$ cat src/rtl/pipeline_hazard_ctrl_pkg.sv
// Shared constants for the hazard sequencer: stage bit positions, FSM states
// and the per-row stall/flush masks of the priority encoder.
package pipeline_hazard_ctrl_pkg;

    localparam int STG_PC  = 0;
    localparam int STG_IF  = 1;
    localparam int STG_ID  = 2;
    localparam int STG_EXE = 3;
    localparam int STG_MEM = 4;
    localparam int STG_WB  = 5;

    typedef enum logic [1:0] {
        HZ_RUN     = 2'd0,
        HZ_MC_WAIT = 2'd1,
        HZ_MC_HOLD = 2'd2
    } hz_state_e;

    localparam logic [5:0] STALL_NONE = 6'b000000;
    localparam logic [5:0] FLUSH_NONE = 6'b000000;
    localparam logic [5:0] FLUSH_ALL  = 6'b111111;
    localparam logic [5:0] STALL_MEM  = 6'b011111;
    localparam logic [5:0] FLUSH_MEM  = 6'b100000;
    localparam logic [5:0] STALL_MC   = 6'b001111;
    localparam logic [5:0] FLUSH_MC   = 6'b010000;
    localparam logic [5:0] FLUSH_BR   = 6'b000110;
    localparam logic [5:0] STALL_LU   = 6'b000111;
    localparam logic [5:0] FLUSH_LU   = 6'b001000;
    localparam logic [5:0] STALL_IF   = 6'b000011;
    localparam logic [5:0] FLUSH_IF   = 6'b000100;

endpackage

$ cat src/rtl/pipeline_hazard_ctrl_hazard_detect.sv
// Combinational load-use detection and the priority encoder that turns the
// active hazard sources into per-stage stall/flush masks.
module pipeline_hazard_ctrl_hazard_detect
    import pipeline_hazard_ctrl_pkg::*;
#(
    parameter int RADDR_WIDTH = 5
) (
    input  logic                   rst,
    input  logic [RADDR_WIDTH-1:0] id_reg1_raddr_i,
    input  logic [RADDR_WIDTH-1:0] id_reg2_raddr_i,
    input  logic                   id_reg1_re_i,
    input  logic                   id_reg2_re_i,
    input  logic [RADDR_WIDTH-1:0] exe_reg_waddr_i,
    input  logic                   exe_reg_we_i,
    input  logic                   exe_is_load_i,
    input  logic                   mem_stall_i,
    input  logic                   mc_busy_i,
    input  logic                   exe_branch_i,
    input  logic                   imem_ready_i,
    output logic [5:0]             stall_o,
    output logic [5:0]             flush_o,
    output logic                   redirect_o
);

    logic load_use;

    always_comb begin
        load_use = exe_is_load_i & exe_reg_we_i & (exe_reg_waddr_i != '0) &
                   ((id_reg1_re_i & (id_reg1_raddr_i == exe_reg_waddr_i)) |
                    (id_reg2_re_i & (id_reg2_raddr_i == exe_reg_waddr_i)));

        stall_o    = STALL_NONE;
        flush_o    = FLUSH_NONE;
        redirect_o = 1'b0;

        // A branch held under a memory or multi-cycle stall redirects only once it is released.
        if (rst) begin
            flush_o = FLUSH_ALL;
        end else if (mem_stall_i) begin
            stall_o = STALL_MEM;
            flush_o = FLUSH_MEM;
        end else if (mc_busy_i) begin
            stall_o = STALL_MC;
            flush_o = FLUSH_MC;
        end else if (exe_branch_i) begin
            flush_o    = FLUSH_BR;
            redirect_o = 1'b1;
        end else if (load_use) begin
            stall_o = STALL_LU;
            flush_o = FLUSH_LU;
        end else if (!imem_ready_i) begin
            stall_o = STALL_IF;
            flush_o = FLUSH_IF;
        end
    end

endmodule

$ cat src/rtl/pipeline_hazard_ctrl.sv
// Stall/flush sequencer for the 5-stage core: multi-cycle FSM with watchdog,
// stall performance counter, and the hazard priority encoder.
module pipeline_hazard_ctrl
    import pipeline_hazard_ctrl_pkg::*;
#(
    parameter int RADDR_WIDTH = 5,
    parameter int PC_WIDTH    = 32,
    parameter int MC_MAX_CYC  = 40,
    parameter int CNT_WIDTH   = 32
) (
    input  logic                   clk,
    input  logic                   rst,
    input  logic [RADDR_WIDTH-1:0] id_reg1_raddr_i,
    input  logic [RADDR_WIDTH-1:0] id_reg2_raddr_i,
    input  logic                   id_reg1_re_i,
    input  logic                   id_reg2_re_i,
    input  logic [RADDR_WIDTH-1:0] exe_reg_waddr_i,
    input  logic                   exe_reg_we_i,
    input  logic                   exe_is_load_i,
    input  logic                   exe_mc_op_i,
    input  logic                   mc_done_i,
    input  logic                   exe_branch_i,
    input  logic [PC_WIDTH-1:0]    exe_branch_target_i,
    input  logic                   mem_req_i,
    input  logic                   mem_ack_i,
    input  logic                   imem_ready_i,
    output logic [5:0]             stall_o,
    output logic [5:0]             flush_o,
    output logic                   redirect_o,
    output logic [PC_WIDTH-1:0]    redirect_pc_o,
    output logic                   mc_start_o,
    output logic                   mc_timeout_o,
    output logic [CNT_WIDTH-1:0]   stall_cnt_o
);

    localparam int WD_WIDTH = (MC_MAX_CYC > 1) ? $clog2(MC_MAX_CYC) : 1;

    hz_state_e            state_q, state_d;
    logic [WD_WIDTH-1:0]  wd_cnt_q, wd_cnt_d;
    logic                 mc_timeout_q, mc_timeout_d;
    logic [CNT_WIDTH-1:0] stall_cnt_q, stall_cnt_d;
    logic                 mem_stall;
    logic                 wd_expire;
    logic                 mc_busy;

    // MC_HOLD needs no term of its own in mc_busy: while memory still stalls the
    // memory row already holds EXE, and once it clears the op must leave EXE.
    always_comb begin
        mem_stall  = mem_req_i & ~mem_ack_i;
        wd_expire  = (state_q == HZ_MC_WAIT) & ~mc_done_i &
                     (wd_cnt_q == WD_WIDTH'(MC_MAX_CYC - 1));
        mc_busy    = ((state_q == HZ_MC_WAIT) & ~mc_done_i & ~wd_expire) |
                     ((state_q == HZ_RUN) & exe_mc_op_i);
        mc_start_o = ~rst & (state_q == HZ_RUN) & exe_mc_op_i & ~mem_stall;

        state_d = state_q;
        case (state_q)
            HZ_RUN: begin
                if (exe_mc_op_i && !mem_stall) state_d = HZ_MC_WAIT;
            end
            HZ_MC_WAIT: begin
                if (mc_done_i)      state_d = mem_stall ? HZ_MC_HOLD : HZ_RUN;
                else if (wd_expire) state_d = HZ_RUN;
            end
            HZ_MC_HOLD: begin
                if (!mem_stall) state_d = HZ_RUN;
            end
            default: state_d = HZ_RUN;
        endcase

        wd_cnt_d     = ((state_q == HZ_MC_WAIT) && (state_d == HZ_MC_WAIT)) ?
                       wd_cnt_q + 1'b1 : '0;
        mc_timeout_d = mc_timeout_q | wd_expire;
        stall_cnt_d  = stall_cnt_q + CNT_WIDTH'(stall_o[STG_PC]);
    end

    always_ff @(posedge clk) begin
        if (rst) begin
            state_q      <= HZ_RUN;
            wd_cnt_q     <= '0;
            mc_timeout_q <= 1'b0;
            stall_cnt_q  <= '0;
        end else begin
            state_q      <= state_d;
            wd_cnt_q     <= wd_cnt_d;
            mc_timeout_q <= mc_timeout_d;
            stall_cnt_q  <= stall_cnt_d;
        end
    end

    pipeline_hazard_ctrl_hazard_detect #(
        .RADDR_WIDTH (RADDR_WIDTH)
    ) u_hazard_detect (
        .rst             (rst),
        .id_reg1_raddr_i (id_reg1_raddr_i),
        .id_reg2_raddr_i (id_reg2_raddr_i),
        .id_reg1_re_i    (id_reg1_re_i),
        .id_reg2_re_i    (id_reg2_re_i),
        .exe_reg_waddr_i (exe_reg_waddr_i),
        .exe_reg_we_i    (exe_reg_we_i),
        .exe_is_load_i   (exe_is_load_i),
        .mem_stall_i     (mem_stall),
        .mc_busy_i       (mc_busy),
        .exe_branch_i    (exe_branch_i),
        .imem_ready_i    (imem_ready_i),
        .stall_o         (stall_o),
        .flush_o         (flush_o),
        .redirect_o      (redirect_o)
    );

    assign redirect_pc_o = exe_branch_target_i;
    assign mc_timeout_o  = mc_timeout_q;
    assign stall_cnt_o   = stall_cnt_q;

endmodule

$ cat config.mk
export PLATFORM = sky130hd
export DESIGN_NAME = pipeline_hazard_ctrl
export DESIGN_NICKNAME = d
export VERILOG_FILES = /design/src/rtl/pipeline_hazard_ctrl_pkg.sv /design/src/rtl/pipeline_hazard_ctrl_hazard_detect.sv /design/src/rtl/pipeline_hazard_ctrl.sv
export SDC_FILE = /design/constraint.sdc
export NUM_CORES = 1
export LEC_CHECK = 0
export ABC_AREA = 1
export BUFFER_PORTS_ARGS = -buffer_cell sky130_fd_sc_hd__buf_2
export CAP_MARGIN = 5
export CORE_ASPECT_RATIO = 0.8
export CORE_MARGIN = 3
export CORE_UTILIZATION = 50
export CTS_BUF_LIST = sky130_fd_sc_hd__clkbuf_4
export DETAILED_ROUTE_END_ITERATION = 12
export GPL_TIMING_DRIVEN = 0
export PLACE_DENSITY = 0.95
export SYNTH_ARGS = -nofsm -noshare
export SYNTH_HDL_FRONTEND = slang
export SYNTH_SLANG_ARGS = --single-unit
$ cat constraint.sdc
create_clock -name clk -period 3.6 [get_ports clk]
set_input_delay 0.72 -clock clk [delete_from_list [all_inputs] [get_ports clk]]
set_output_delay 0.72 -clock clk [all_outputs]
set_load 0.02 [all_outputs]
==> results.toml <==
[run_status]
status = "finished clean"

[grt]
use_met3_pct = 3.33
grtUsageMet1_pct = 30.7
grt_max_degree = 13
track_usage_pct = 23.7
grt_antenna_before_repair = 0
grt_pass1_wl_mm = 12.0
gr-total-overflow = 0
grt_pass1_vias = 2700
gr-usage-met2_pct = 41.0
busiest_layer = "met2"

[sta]
setup_ws_ns = 0.793
hold_viol_final = 0
finalSetupTns_ns = 0
relSlewSlack_pct = 60.6
slew_violations = 0
min_period_over_period_pct = 78.0
rsz0062_at_grt = "false"
worst_pin_slew_ns = 0.590
clock_skew_ns = 0.0148
setup_viol = 0
period_minus_slack_ns = 2.81
max_freq_mhz = 356

[pwr]
p_leak_nw = 1.63
power_density_nw_per_um2 = 280
ir_worst_vdd_uv = 229
total_power_mw = 0.939

[setup_path]
critPathLaunchType = "input pin"
critPathMaxFanout = 10
max_stage_delay_ns = 0.44
rrSetupSlack_ns = 0.97
crit_chain = "buf_2, inv_1, clkbuf_1, nand3_1, nand3_1, ha_1, ha_1, nand2_1, inv_1, nand3_4, nor2_1, nand3b_1, a21oi_1"
crit_path_top_delay_cell = "clkbuf_1"
worst-setup-path-type = "input pin to register"
cp.required_ns = 3.87
cp-end-kind = "register"
worstPathArrival_ns = 3.07

[floorplanning]
num_rows = 23
fp.dieArea_um2 = 6270
pin_count = 138
core_area_um2 = 5090
die_height_um = 71.4
start_util_pct = 52.5
dieWidth_um = 87.8

[synthesis]
synthTopCellsByArea = "dfxtp_1 (31%), nand2_1 (16%), nor2_1 (11%), buf_4 (9.8%), inv_1 (6.3%)"
yosys_register_bits = 41
muxShareOfSynthArea_pct = 0
synth_area_um2 = 2680
yosysSeqAreaShare_pct = 30.7
synth_top_family_by_area = "simple AND/OR/NAND/NOR gates"
synth-xor-area-share_pct = 3.27
syn_avg_cell_area_um2 = 6.42
syn-num-nets = 479
yosysTopAreaCell = "dfxtp_1"
yosysWarnings = 0
synthCells = 417
synth_simple_gate_area_share_pct = 41.0
synth_top_cell_area_share_pct = 30.7
synth_cell_types = 31
yosys.area_share.adder_pct = 1.40
synth_compound_area_share_pct = 6.50

[clocking]
cts_root_buffer = "clkbuf_4"
post_cts_resized = 0
clock_sinks = 41
path_clk_slew_ns = 0.12
cts_buffers = 5
clk_latency_ns = 0.35
cts_hold_buffers = 0
clk_path_buf_depth = 2
htreeDepth = 2
postCtsSetupRepairBufs = 0
cts_tree = "done"

[min_path]
hp-class = "register to register"

[drt]
wire_per_inst_um = 12.7
viasPerCell = 5.04
wl_mm = 7.52
vias = 2981
drt_iter0_markers = 246
final_antenna_net_count = 0
firstDrtPassIters = 7
remaining_drc_errors = 0

[final_layout]
nNetsFinal = 590
antennaDiodeCount = 0
drive_gt1_share_pct = 31.8
fillers = 453
post-route-util_pct = 65.8
syn_to_final_growth_pct = 25.3
finalNonFillerCells = 591

[place]
gp_congestion = 0.939
place_hpwl_mm = 6.07
place_inst = 583
placement.io_buffers = 104
dpl_worst_slack_ns = 0.462

[run]
cap_viol_max_count = 0
-- area by class of cell --
class | instances | area [um^2] | share of cell area, %
clock buffers | 6 | 45.0 | 1.34
repair buffers | 104 | 520 | 15.5
multi-input cells | 290 | 1400 | 41.8
plain buffers | 39 | 278 | 8.29
clock inverters | 2 | 33.8 | 1.01
flip-flops and latches | 41 | 821 | 24.5
inverters | 47 | 176 | 5.26
well taps | 62 | 77.6 | 2.31
-- kinds of logic (layout without fill, tap and decap cells) --
family / Yosys count / after routing
AOI/OAI and AO/OA: 31 / 31
xor gates and xnor gates: 10 / 10
DFF: 41 / 41
and+or+nand+nor: 245 / 245
other: 1 / 1
adders and majority gates: 3 / 3
buffers and inverters: 86 / 198
-- cell usage in the layout (no fill, tap or decap), types with 3 or more instances in the layout --
| cell type | n |
|---|---|
| nor3b_1 | 3 |
| nand3b_1 | 10 |
| nand3_1 | 18 |
| xor2_1 | 6 |
| inv_1 | 45 |
| nor2_1 | 77 |
| xnor2_1 | 4 |
| clkbuf_4 | 6 |
| nand2_2 | 4 |
| buf_4 | 35 |
| a21oi_1 | 18 |
| o21ai_0 | 7 |
| nand2_1 | 114 |
| nor2_4 | 3 |
| ha_1 | 3 |
| dfxtp_1 | 41 |
| clkbuf_1 | 4 |
| buf_2 | 104 |
| nand4_1 | 3 |
| nor2_2 | 7 |
-- cells in the mapped netlist (all sizes together) --
master / n
clkbuf: 4
nand3: 20
buf: 35
nor3b: 3
inv: 47
o21ai: 7
a31oi: 1
nor3: 1
nor2: 88
o21a: 1
nand3b: 10
a21oi: 18
nand4: 3
conb: 1
nand2: 119
xnor2: 4
o21bai: 3
xor2: 6
a2111oi: 1
ha: 3
dfxtp: 41
and2: 1
-- metrics by stage --
step / instance area, um^2 / hold slack, ns
after floorplan: 2680 / 0.418
after global placement: 3270 / 0.428
after detailed placement: 3270 / 0.439
after CTS: 3350 / 0.462
after global routing: 3350 / 0.499
final: 3350 / 0.461
-- power by group --
| group | internal, mW | leakage, nW | switching (mW) |
|---|---|---|---|
| logic | 0.0737 | 1.26 | 0.105 |
| clock network | 0.152 | 0.0433 | 0.147 |
| registers | 0.458 | 0.331 | 0.00308 |
| total | 0.684 | 1.63 | 0.255 |
-- path summary, 6_finish.rpt --
path,from,end,cells after the start
hold reg to reg,wd_cnt_q[0],wd_cnt_q[0],1
hold / removal,wd_cnt_q[0],wd_cnt_q[0],1
setup reg to reg,wd_cnt_q[0],stall_cnt_o[24],16
setup / recovery,rst,stall_cnt_o[24],13
-- layer usage --
metal | vias to the layer above | routed length [um] | part of all wire, %
li1 | 1480 | - | -
met1 | 1331 | 3200 | 43
met2 | 153 | 3620 | 48
met3 | 17 | 594 | 7.9
met4 | 0 | 110 | 1.5
met5 | - | 0 | 0
-- registers in the layout, indices dropped and copies added, names as in the netlist --
| name | cells |
|---|---|
| stall_cnt_o | 32 |
| state_q | 2 |
| wd_cnt_q | 6 |
| mc_timeout_o | 1 |
-- worst max-delay path: cells and delay by family --
kind	cells	cell delay [ns]
adder cells (fa/ha/maj)	2	0.35
AO/OA/AOI/OAI	1	0.19
AND/OR/NAND/NOR	6	0.89
buffers and inverters	4	0.90
No activity file was read; power rests on OpenSTA's default activity.
